**src/rtl/spi_trigger_ctrl_if.sv**
```systemverilog
// Byte stream from the SPI sniffer/decoder into the trigger sequencer.
// All three signals are asynchronous to the sequencer clock.
interface spi_trigger_ctrl_if;
   logic       spi_cs;
   logic [7:0] spi_data;
   logic       spi_data_rdy;

   modport master (
      output spi_cs,
      output spi_data,
      output spi_data_rdy
   );

   modport slave (
      input spi_cs,
      input spi_data,
      input spi_data_rdy
   );
endinterface

```
**src/rtl/spi_trigger_ctrl.sv**
```systemverilog
// SPI byte-sequence trigger: syncs decoder strobes into clk, walks a
// masked byte pattern within one chip-select frame and fires a pulse.
module spi_trigger_ctrl #(
   parameter int PATTERN_BYTES = 8,
   parameter int PULSE_W       = 8
) (
   input  logic                       clk,
   input  logic                       reset_n,
   input  logic                       enable,
   input  logic                       arm,
   spi_trigger_ctrl_if.slave          spi,
   input  logic [8*PATTERN_BYTES-1:0] cfg_pattern,
   input  logic [8*PATTERN_BYTES-1:0] cfg_mask,
   input  logic [3:0]                 cfg_len,
   input  logic [PULSE_W-1:0]         cfg_pulse_width,
   output logic                       trig_out,
   output logic                       armed,
   output logic [3:0]                 match_idx,
   output logic [15:0]                byte_count
);

   typedef enum logic [2:0] {
      S_IDLE,
      S_ARMED,
      S_MATCH,
      S_PULSE,
      S_DONE
   } state_e;

   localparam logic [4:0] MAX_LEN = 5'(PATTERN_BYTES);

   state_e               state_q, state_d;
   logic [2:0]           rdy_sync_q, rdy_sync_d;
   logic [2:0]           cs_sync_q, cs_sync_d;
   logic [3:0]           idx_q, idx_d;
   logic [15:0]          bcnt_q, bcnt_d;
   logic [PULSE_W-1:0]   pcnt_q, pcnt_d;
   logic                 trig_q, trig_d;

   logic                 byte_evt;
   logic                 cs_end;
   logic                 len_ok;
   logic                 hit_cur;
   logic                 hit_first;
   logic                 last;
   logic [7:0]           pat_cur;
   logic [7:0]           msk_cur;
   logic [15:0]          bcnt_inc;
   logic [PULSE_W-1:0]   pulse_load;

   function automatic logic [7:0] pick(
      input logic [8*PATTERN_BYTES-1:0] v,
      input logic [3:0]                 i
   );
      logic [7:0] r;
      r = '0;
      for (int k = 0; k < PATTERN_BYTES; k++) begin
         if (i == 4'(k)) r = v[8*k +: 8];
      end
      return r;
   endfunction

   // bit 0 is the first sync stage, bit 2 the last
   assign byte_evt = rdy_sync_q[1] & ~rdy_sync_q[2];
   assign cs_end   = cs_sync_q[1] & ~cs_sync_q[2];

   assign len_ok  = (cfg_len != 4'd0) && ({1'b0, cfg_len} <= MAX_LEN);
   assign pat_cur = pick(cfg_pattern, idx_q);
   assign msk_cur = pick(cfg_mask, idx_q);
   assign last    = (idx_q == cfg_len - 4'd1);

   assign hit_cur   = ((spi.spi_data ^ pat_cur) & msk_cur) == 8'h00;
   assign hit_first = ((spi.spi_data ^ cfg_pattern[7:0])
                       & cfg_mask[7:0]) == 8'h00;

   assign bcnt_inc   = (bcnt_q == 16'hFFFF) ? bcnt_q : bcnt_q + 16'd1;
   assign pulse_load = (cfg_pulse_width == '0) ? PULSE_W'(1)
                                               : cfg_pulse_width;

   always_ff @(posedge clk or negedge reset_n) begin
      if (!reset_n) begin
         state_q    <= S_IDLE;
         rdy_sync_q <= 3'b000;
         cs_sync_q  <= 3'b111;
         idx_q      <= '0;
         bcnt_q     <= '0;
         pcnt_q     <= '0;
         trig_q     <= 1'b0;
      end else begin
         state_q    <= state_d;
         rdy_sync_q <= rdy_sync_d;
         cs_sync_q  <= cs_sync_d;
         idx_q      <= idx_d;
         bcnt_q     <= bcnt_d;
         pcnt_q     <= pcnt_d;
         trig_q     <= trig_d;
      end
   end

   always_comb begin
      rdy_sync_d = {rdy_sync_q[1:0], spi.spi_data_rdy};
      cs_sync_d  = {cs_sync_q[1:0], spi.spi_cs};
      state_d    = state_q;
      idx_d      = idx_q;
      bcnt_d     = bcnt_q;
      pcnt_d     = pcnt_q;
      if (!enable) begin
         state_d = S_IDLE;
         idx_d   = '0;
      end else begin
         case (state_q)
            S_IDLE, S_DONE: begin
               if (arm && len_ok) begin
                  state_d = S_ARMED;
                  idx_d   = '0;
                  bcnt_d  = '0;
               end
            end
            S_ARMED, S_MATCH: begin
               if (arm && len_ok) begin
                  state_d = S_ARMED;
                  idx_d   = '0;
                  bcnt_d  = '0;
               end else if (byte_evt) begin
                  // byte wins over a coincident deselect
                  bcnt_d = bcnt_inc;
                  if (hit_cur && last) begin
                     state_d = S_PULSE;
                     idx_d   = cfg_len;
                     pcnt_d  = pulse_load;
                  end else if (cs_end) begin
                     state_d = S_ARMED;
                     idx_d   = '0;
                  end else if (hit_cur) begin
                     state_d = S_MATCH;
                     idx_d   = idx_q + 4'd1;
                  end else if (hit_first) begin
                     state_d = S_MATCH;
                     idx_d   = 4'd1;
                  end else begin
                     state_d = S_ARMED;
                     idx_d   = '0;
                  end
               end else if (cs_end) begin
                  state_d = S_ARMED;
                  idx_d   = '0;
               end
            end
            S_PULSE: begin
               if (pcnt_q <= PULSE_W'(1)) begin
                  state_d = S_DONE;
                  idx_d   = '0;
               end else begin
                  pcnt_d = pcnt_q - PULSE_W'(1);
               end
            end
            default: begin
               state_d = S_IDLE;
               idx_d   = '0;
            end
         endcase
      end
   end

   always_comb begin
      trig_d = (state_d == S_PULSE);
      armed  = (state_q == S_ARMED) || (state_q == S_MATCH);
   end

   assign trig_out   = trig_q;
   assign match_idx  = idx_q;
   assign byte_count = bcnt_q;

endmodule
```
**src/flat_wrapper.sv**
```systemverilog
// flat-port wrapper written by rule: the top's interface ports become plain ports
module spi_trigger_ctrl_flat 
#(
   parameter int PATTERN_BYTES = 8,
   parameter int PULSE_W       = 8
)
  (clk, reset_n, enable, arm, cfg_pattern, cfg_mask, cfg_len, cfg_pulse_width, trig_out, armed, match_idx, byte_count, spi_spi_cs, spi_spi_data, spi_spi_data_rdy);
  spi_trigger_ctrl_if spi_i ();
  input  logic clk;
  input  logic reset_n;
  input  logic enable;
  input  logic arm;
  input  logic [8*PATTERN_BYTES-1:0] cfg_pattern;
  input  logic [8*PATTERN_BYTES-1:0] cfg_mask;
  input  logic [3:0] cfg_len;
  input  logic [PULSE_W-1:0] cfg_pulse_width;
  output logic trig_out;
  output logic armed;
  output logic [3:0] match_idx;
  output logic [15:0] byte_count;
  input wire logic [$bits(spi_i.spi_cs)-1:0] spi_spi_cs;
  input wire logic [$bits(spi_i.spi_data)-1:0] spi_spi_data;
  input wire logic [$bits(spi_i.spi_data_rdy)-1:0] spi_spi_data_rdy;
  assign spi_i.spi_cs = spi_spi_cs;
  assign spi_i.spi_data = spi_spi_data;
  assign spi_i.spi_data_rdy = spi_spi_data_rdy;
  spi_trigger_ctrl #(.PATTERN_BYTES(PATTERN_BYTES), .PULSE_W(PULSE_W)) u_core (.clk(clk), .reset_n(reset_n), .enable(enable), .arm(arm), .spi(spi_i), .cfg_pattern(cfg_pattern), .cfg_mask(cfg_mask), .cfg_len(cfg_len), .cfg_pulse_width(cfg_pulse_width), .trig_out(trig_out), .armed(armed), .match_idx(match_idx), .byte_count(byte_count));
endmodule
```
**config.mk**
```make
export PLATFORM = sky130hd
export DESIGN_NAME = spi_trigger_ctrl_flat
export DESIGN_NICKNAME = d
export VERILOG_FILES = /design/src/rtl/spi_trigger_ctrl_if.sv /design/src/rtl/spi_trigger_ctrl.sv /design/src/flat_wrapper.sv
export SDC_FILE = /design/constraint.sdc
export NUM_CORES = 1
export LEC_CHECK = 0
export BUFFER_PORTS_ARGS = -buffer_cell sky130_fd_sc_hd__buf_4
export CAP_MARGIN = 5
export CORE_UTILIZATION = 43
export DETAILED_ROUTE_END_ITERATION = 7
export HOLD_SLACK_MARGIN = 0.06
export PLACE_DENSITY_LB_ADDON = 0.2
export SYNTH_ARGS = -nofsm -noshare
export SYNTH_HDL_FRONTEND = slang
export SYNTH_SLANG_ARGS = --single-unit
```
**constraint.sdc**
```tcl
create_clock -name clk -period 9.2 [get_ports clk]
set_clock_uncertainty 0.1 [all_clocks]
set_input_delay 1.38 -clock clk [delete_from_list [all_inputs] [get_ports clk]]
set_output_delay 1.38 -clock clk [all_outputs]
set_load 0.01 [all_outputs]
```
==> flow_results.org <==
** Clock tree
- After clock tree synthesis, the clock-pin slew on the worst setup and hold paths is 0.07 ns.
- TritonCTS clock tree :: built
- Clock Tree Buf Depth :: 2
- Clock root buffer master :: sky130_fd_sc_hd__clkbuf_8
- Clk sinks :: 38
- The number of hold buffers added after CTS was 0.
- In this run, CTS created clock tree buffers numbering 5.
- Setup fix buffers added after clock tree synthesis :: 0
- Post-cts resize count :: 0
- For the worst-skew pair, the clock arrives at the later sink with an insertion delay of ~0.29 ns.
- In this run the number of H-tree levels came out at 2.

** Pwr
- IR analysis of the VDD net gives a maximum drop of between 100 and 150 uV.
- Summed over all nets, the switching power comes to approximately 130 uW.
- Power spread over the standard cell area amounts to 83.0 nW/um^2.
- Summing internal, switching and leakage power gives around 440 uW.
- Leakage power of the design :: about 2.4 nW
- Net Sw Frac :: 0.298
- Internal power of the cells :: approximately 310 uW
- The share of total power dissipated in the clock network is 0.275.
- Logic pwr share :: 0.305
- Of the total power, registers draw 0.420.

** Logic synthesis
- The share of synthesized area in the top cell type comes to 0.224.
- In the post-synthesis netlist, the cell with the most instances is sky130_fd_sc_hd__a21oi_1.
- Count of state elements after synthesis :: 38
- By count the netlist is led by sky130_fd_sc_hd__a21oi_1, sky130_fd_sc_hd__o21ai_0, sky130_fd_sc_hd__nand2_1, sky130_fd_sc_hd__dfrtp_1.
- Most area-consuming cells after synthesis :: sky130_fd_sc_hd__dfrtp_1, sky130_fd_sc_hd__a21oi_1, sky130_fd_sc_hd__o21ai_0, sky130_fd_sc_hd__nand2_1, sky130_fd_sc_hd__nand2b_1
- Main flop type after synthesis :: sky130_fd_sc_hd__dfrtp_1
- sky130_fd_sc_hd__dfrtp_1 takes more of the synthesized area than any other cell.
- Nets in the synthesized netlist :: 700
- Mapped Avg Cell Area :: about 7.3 sq um
- Summing every instance area after synthesis gives 3910 sq um.
- Proportion of synthesized chip area in sequential cells :: 0.244
- The netlist uses 64 different library cells.
- Yosys synthesis warning count :: 0
- Synth async-reset ratio :: 1.00
- The synthesized design contains 0 enable-type register cells.
- Cell count after synthesis :: about 540

** STA
- Final number of max-transition violations :: 0
- Slew at the pin closest to its max-slew limit :: 1.00 ns
- The number of hold-slack violations in the final timing report was 0.
- Setup repair after global routing left no endpoint under its margin.
- The worst pin sits at a relative slew slack of 0.328.
- Post-Route Setup TNS :: 0 ns
- Post-route worst hold slack :: 0.259 ns
- Final count of negative-setup-slack endpoints :: 0
- Setup slack after layout :: 5.12 ns
- Dividing the final minimum period by the clock period gives 0.443.
- Post-layout minimum cycle time :: around 4.1 ns
- Based on the critical path, the design can be clocked at up to 245 MHz.

** Global route
- After global routing the overflow that remains totals 0.
- The first global-routing pass estimated between 20000 and 25000 um of wire.
- The number of global-route vias before repair came to about 4500.
- Antenna violations before repair :: 0
- Entering global routing, the biggest net connects 46 pins.
- GR Util All Layers :: 0.286

** Finish
- In the final design database the tool counted between 800 and 900 nets.
- Measured on the finished design, the core utilization comes to 0.607.
- Post-synthesis to final-layout area growth :: 36.1%
- Count of placed standard cells in the final layout, fillers left out :: between 700 and 800
- Antenna cells :: 0
- Summing all non-filler instances in the final layout gives an area of between 5000 and 6000 sq um.
- In the final layout, the share of cells above drive strength 1 is 0.296.

** Critical path
- Required @ worst endpoint :: 9.31 ns
- Cells along the critical path :: nand2b_1, a21oi_1, a2111oi_0, or3_1, xnor2_1, o22a_1, nor4bb_2, buf_4, mux2_4, inv_4, mux2i_1
- The worst setup path is captured at a register.
- Data arrives at the worst endpoint at around 4.2 ns.
- Worst R2R Setup Slack :: between 5 and 6 ns
- Endpoint of the worst-slack reg-to-reg timing path :: u_core.pcnt_q[1]
- The worst setup path is launched from a register.
- The critical path is of the reg2reg type.
- Among all stages on the critical path, the largest delay is contributed by sky130_fd_sc_hd__dfrtp_1.
- Counting both buffers and inverters, the worst setup path holds a total of 2.
- Largest delay contributor family on the critical path :: simple AND/OR/NAND/NOR gates
- In this run the critical register-to-register path is launched from u_core.match_idx[2].
- The worst register-to-register path has a depth of 11.
- On the worst path, the slowest cell contributes a delay of around 0.95 ns.
- Highest fanout seen on the critical path :: 26

** Placed design
- After legalization and detailed placement, the total HPWL measured roughly 11000 um.
- Total cell area at the placement stage :: approximately 5200 sq um
- The congestion estimate from routability-driven global placement came to 0.900.
- Prior to clock tree synthesis, the placed netlist has a worst setup slack of 5.08 ns.
- In this run, placement finished with an instance count of 790.
- Number of I/O port buffers :: between 150 and 200

** Route
- In the routed design, unresolved DRC markers number 0.
- After detailed routing, the average wire length per cell comes to 17.7 um.
- After detailed routing, the total wire length is 14100 um.
- Length of the first detailed-routing pass in iterations :: 4
- In the routed layout, each cell is associated on average with a via count of approximately 6.
- In this run, the number of DRC markers left after iteration 0 of detailed routing was 237.
- The detail route stage leaves a number of antenna-violating nets equal to 0.
- Via Count :: roughly 4800

** Min path
- The min-delay analysis places its worst path in the category reg2reg.
- In this run the most critical hold path is launched from u_core.rdy_sync_q[0].
- Number of cells on the worst hold path :: 0
- Hold Crit Endpoint :: u_core.rdy_sync_q[1]

** Status
- Outcome :: completed

** Job
- Max-cap violations in this run came to 0.

** Floorplan
- Starting density of the core :: 0.446
- between 150 and 200 I/O pins were placed.
- Vertical die dimension :: approximately 97 um
- The initialized floorplan defines 34 standard-cell rows.
- The die covers approximately 9500 sq um.
- Std-Cell Core Area :: between 8000 and 9000 sq um
- The floorplan step set the die width to slightly below 100 um.
-- worst reg2reg max path: stages, from the launching register on --
cell,delay [ns]
sky130_fd_sc_hd__dfrtp_1,0.95
sky130_fd_sc_hd__nand2b_1,0.76
sky130_fd_sc_hd__a21oi_1,0.32
sky130_fd_sc_hd__a2111oi_0,0.09
sky130_fd_sc_hd__or3_1,0.37
sky130_fd_sc_hd__xnor2_1,0.14
sky130_fd_sc_hd__o22a_1,0.14
sky130_fd_sc_hd__nor4bb_2,0.21
sky130_fd_sc_hd__buf_4,0.28
sky130_fd_sc_hd__mux2_4,0.35
sky130_fd_sc_hd__inv_4,0.11
sky130_fd_sc_hd__mux2i_1,0.18
-- power by group through the flow --
stage	clock, mW	combinational (mW)	sequential [mW]
after global placement	0	0.131	0.188
after CTS	0.124	0.134	0.185
after global routing	0.131	0.146	0.187
final	0.121	0.134	0.185
after detailed placement	0	0.134	0.188
after floorplan	0	0.0594	0.186
-- registers in the layout, summed over array words and instances (netlist names) --
register           flops
u_core.byte_count     16
u_core.pcnt_q          8
u_core.match_idx       4
u_core.cs_sync_q       3
u_core.rdy_sync_q      3
u_core.state_q         3
u_core.trig_out        1
-- cells by family after synthesis --
kind of cell    after synthesis  share of synthesized area
fa+ha+maj                     8                     0.0256
compound gates              216                      0.340
mux                           5                     0.0141
buf+inv                      66                     0.0750
simple gates                179                      0.241
flops                        38                      0.244
xor+xnor                     26                     0.0602
-- routing by layer --
layer	GRT usage	wire, um	part of all wire
met1	0.348	5490	0.39
met2	0.527	7200	0.51
met3	0.0381	1090	0.077
met4	0.0781	344	0.024
met5	0	0	0
-- cells in the final DEF (no fill, tap or decap), drive strengths merged, types with 13 or more instances in the layout --
master  instances
a21oi          80
nand2          51
dfrtp          35
a22oi          13
nand2b         24
buf           180
inv            30
nor2           29
xnor2          16
o21ai          55
-- worst max-delay path by stage --
stage / from / end / slack (ns) / cells after the start
floorplan: cfg_len[0] / u_core.pcnt_q[1] / 5.69 / 11
global placement: cfg_len[0] / u_core.pcnt_q[1] / 5.20 / 13
detailed placement: cfg_len[0] / u_core.pcnt_q[1] / 5.08 / 13
CTS: u_core.match_idx[2] / u_core.pcnt_q[1] / 5.17 / 11
global route: u_core.match_idx[2] / u_core.pcnt_q[1] / 4.85 / 11
finish: u_core.match_idx[2] / u_core.pcnt_q[1] / 5.12 / 11
-- area by class of cell --
cell class	count	area, sq um
repair buffers	180	1350
flip-flops and latches	38	955
clock inverters	2	12.5
clock buffers	6	82.6
multi-input cells	434	2670
fillers	817	3450
inverters	30	115
well taps	108	135
No activity file was read; power rests on OpenSTA's default activity.
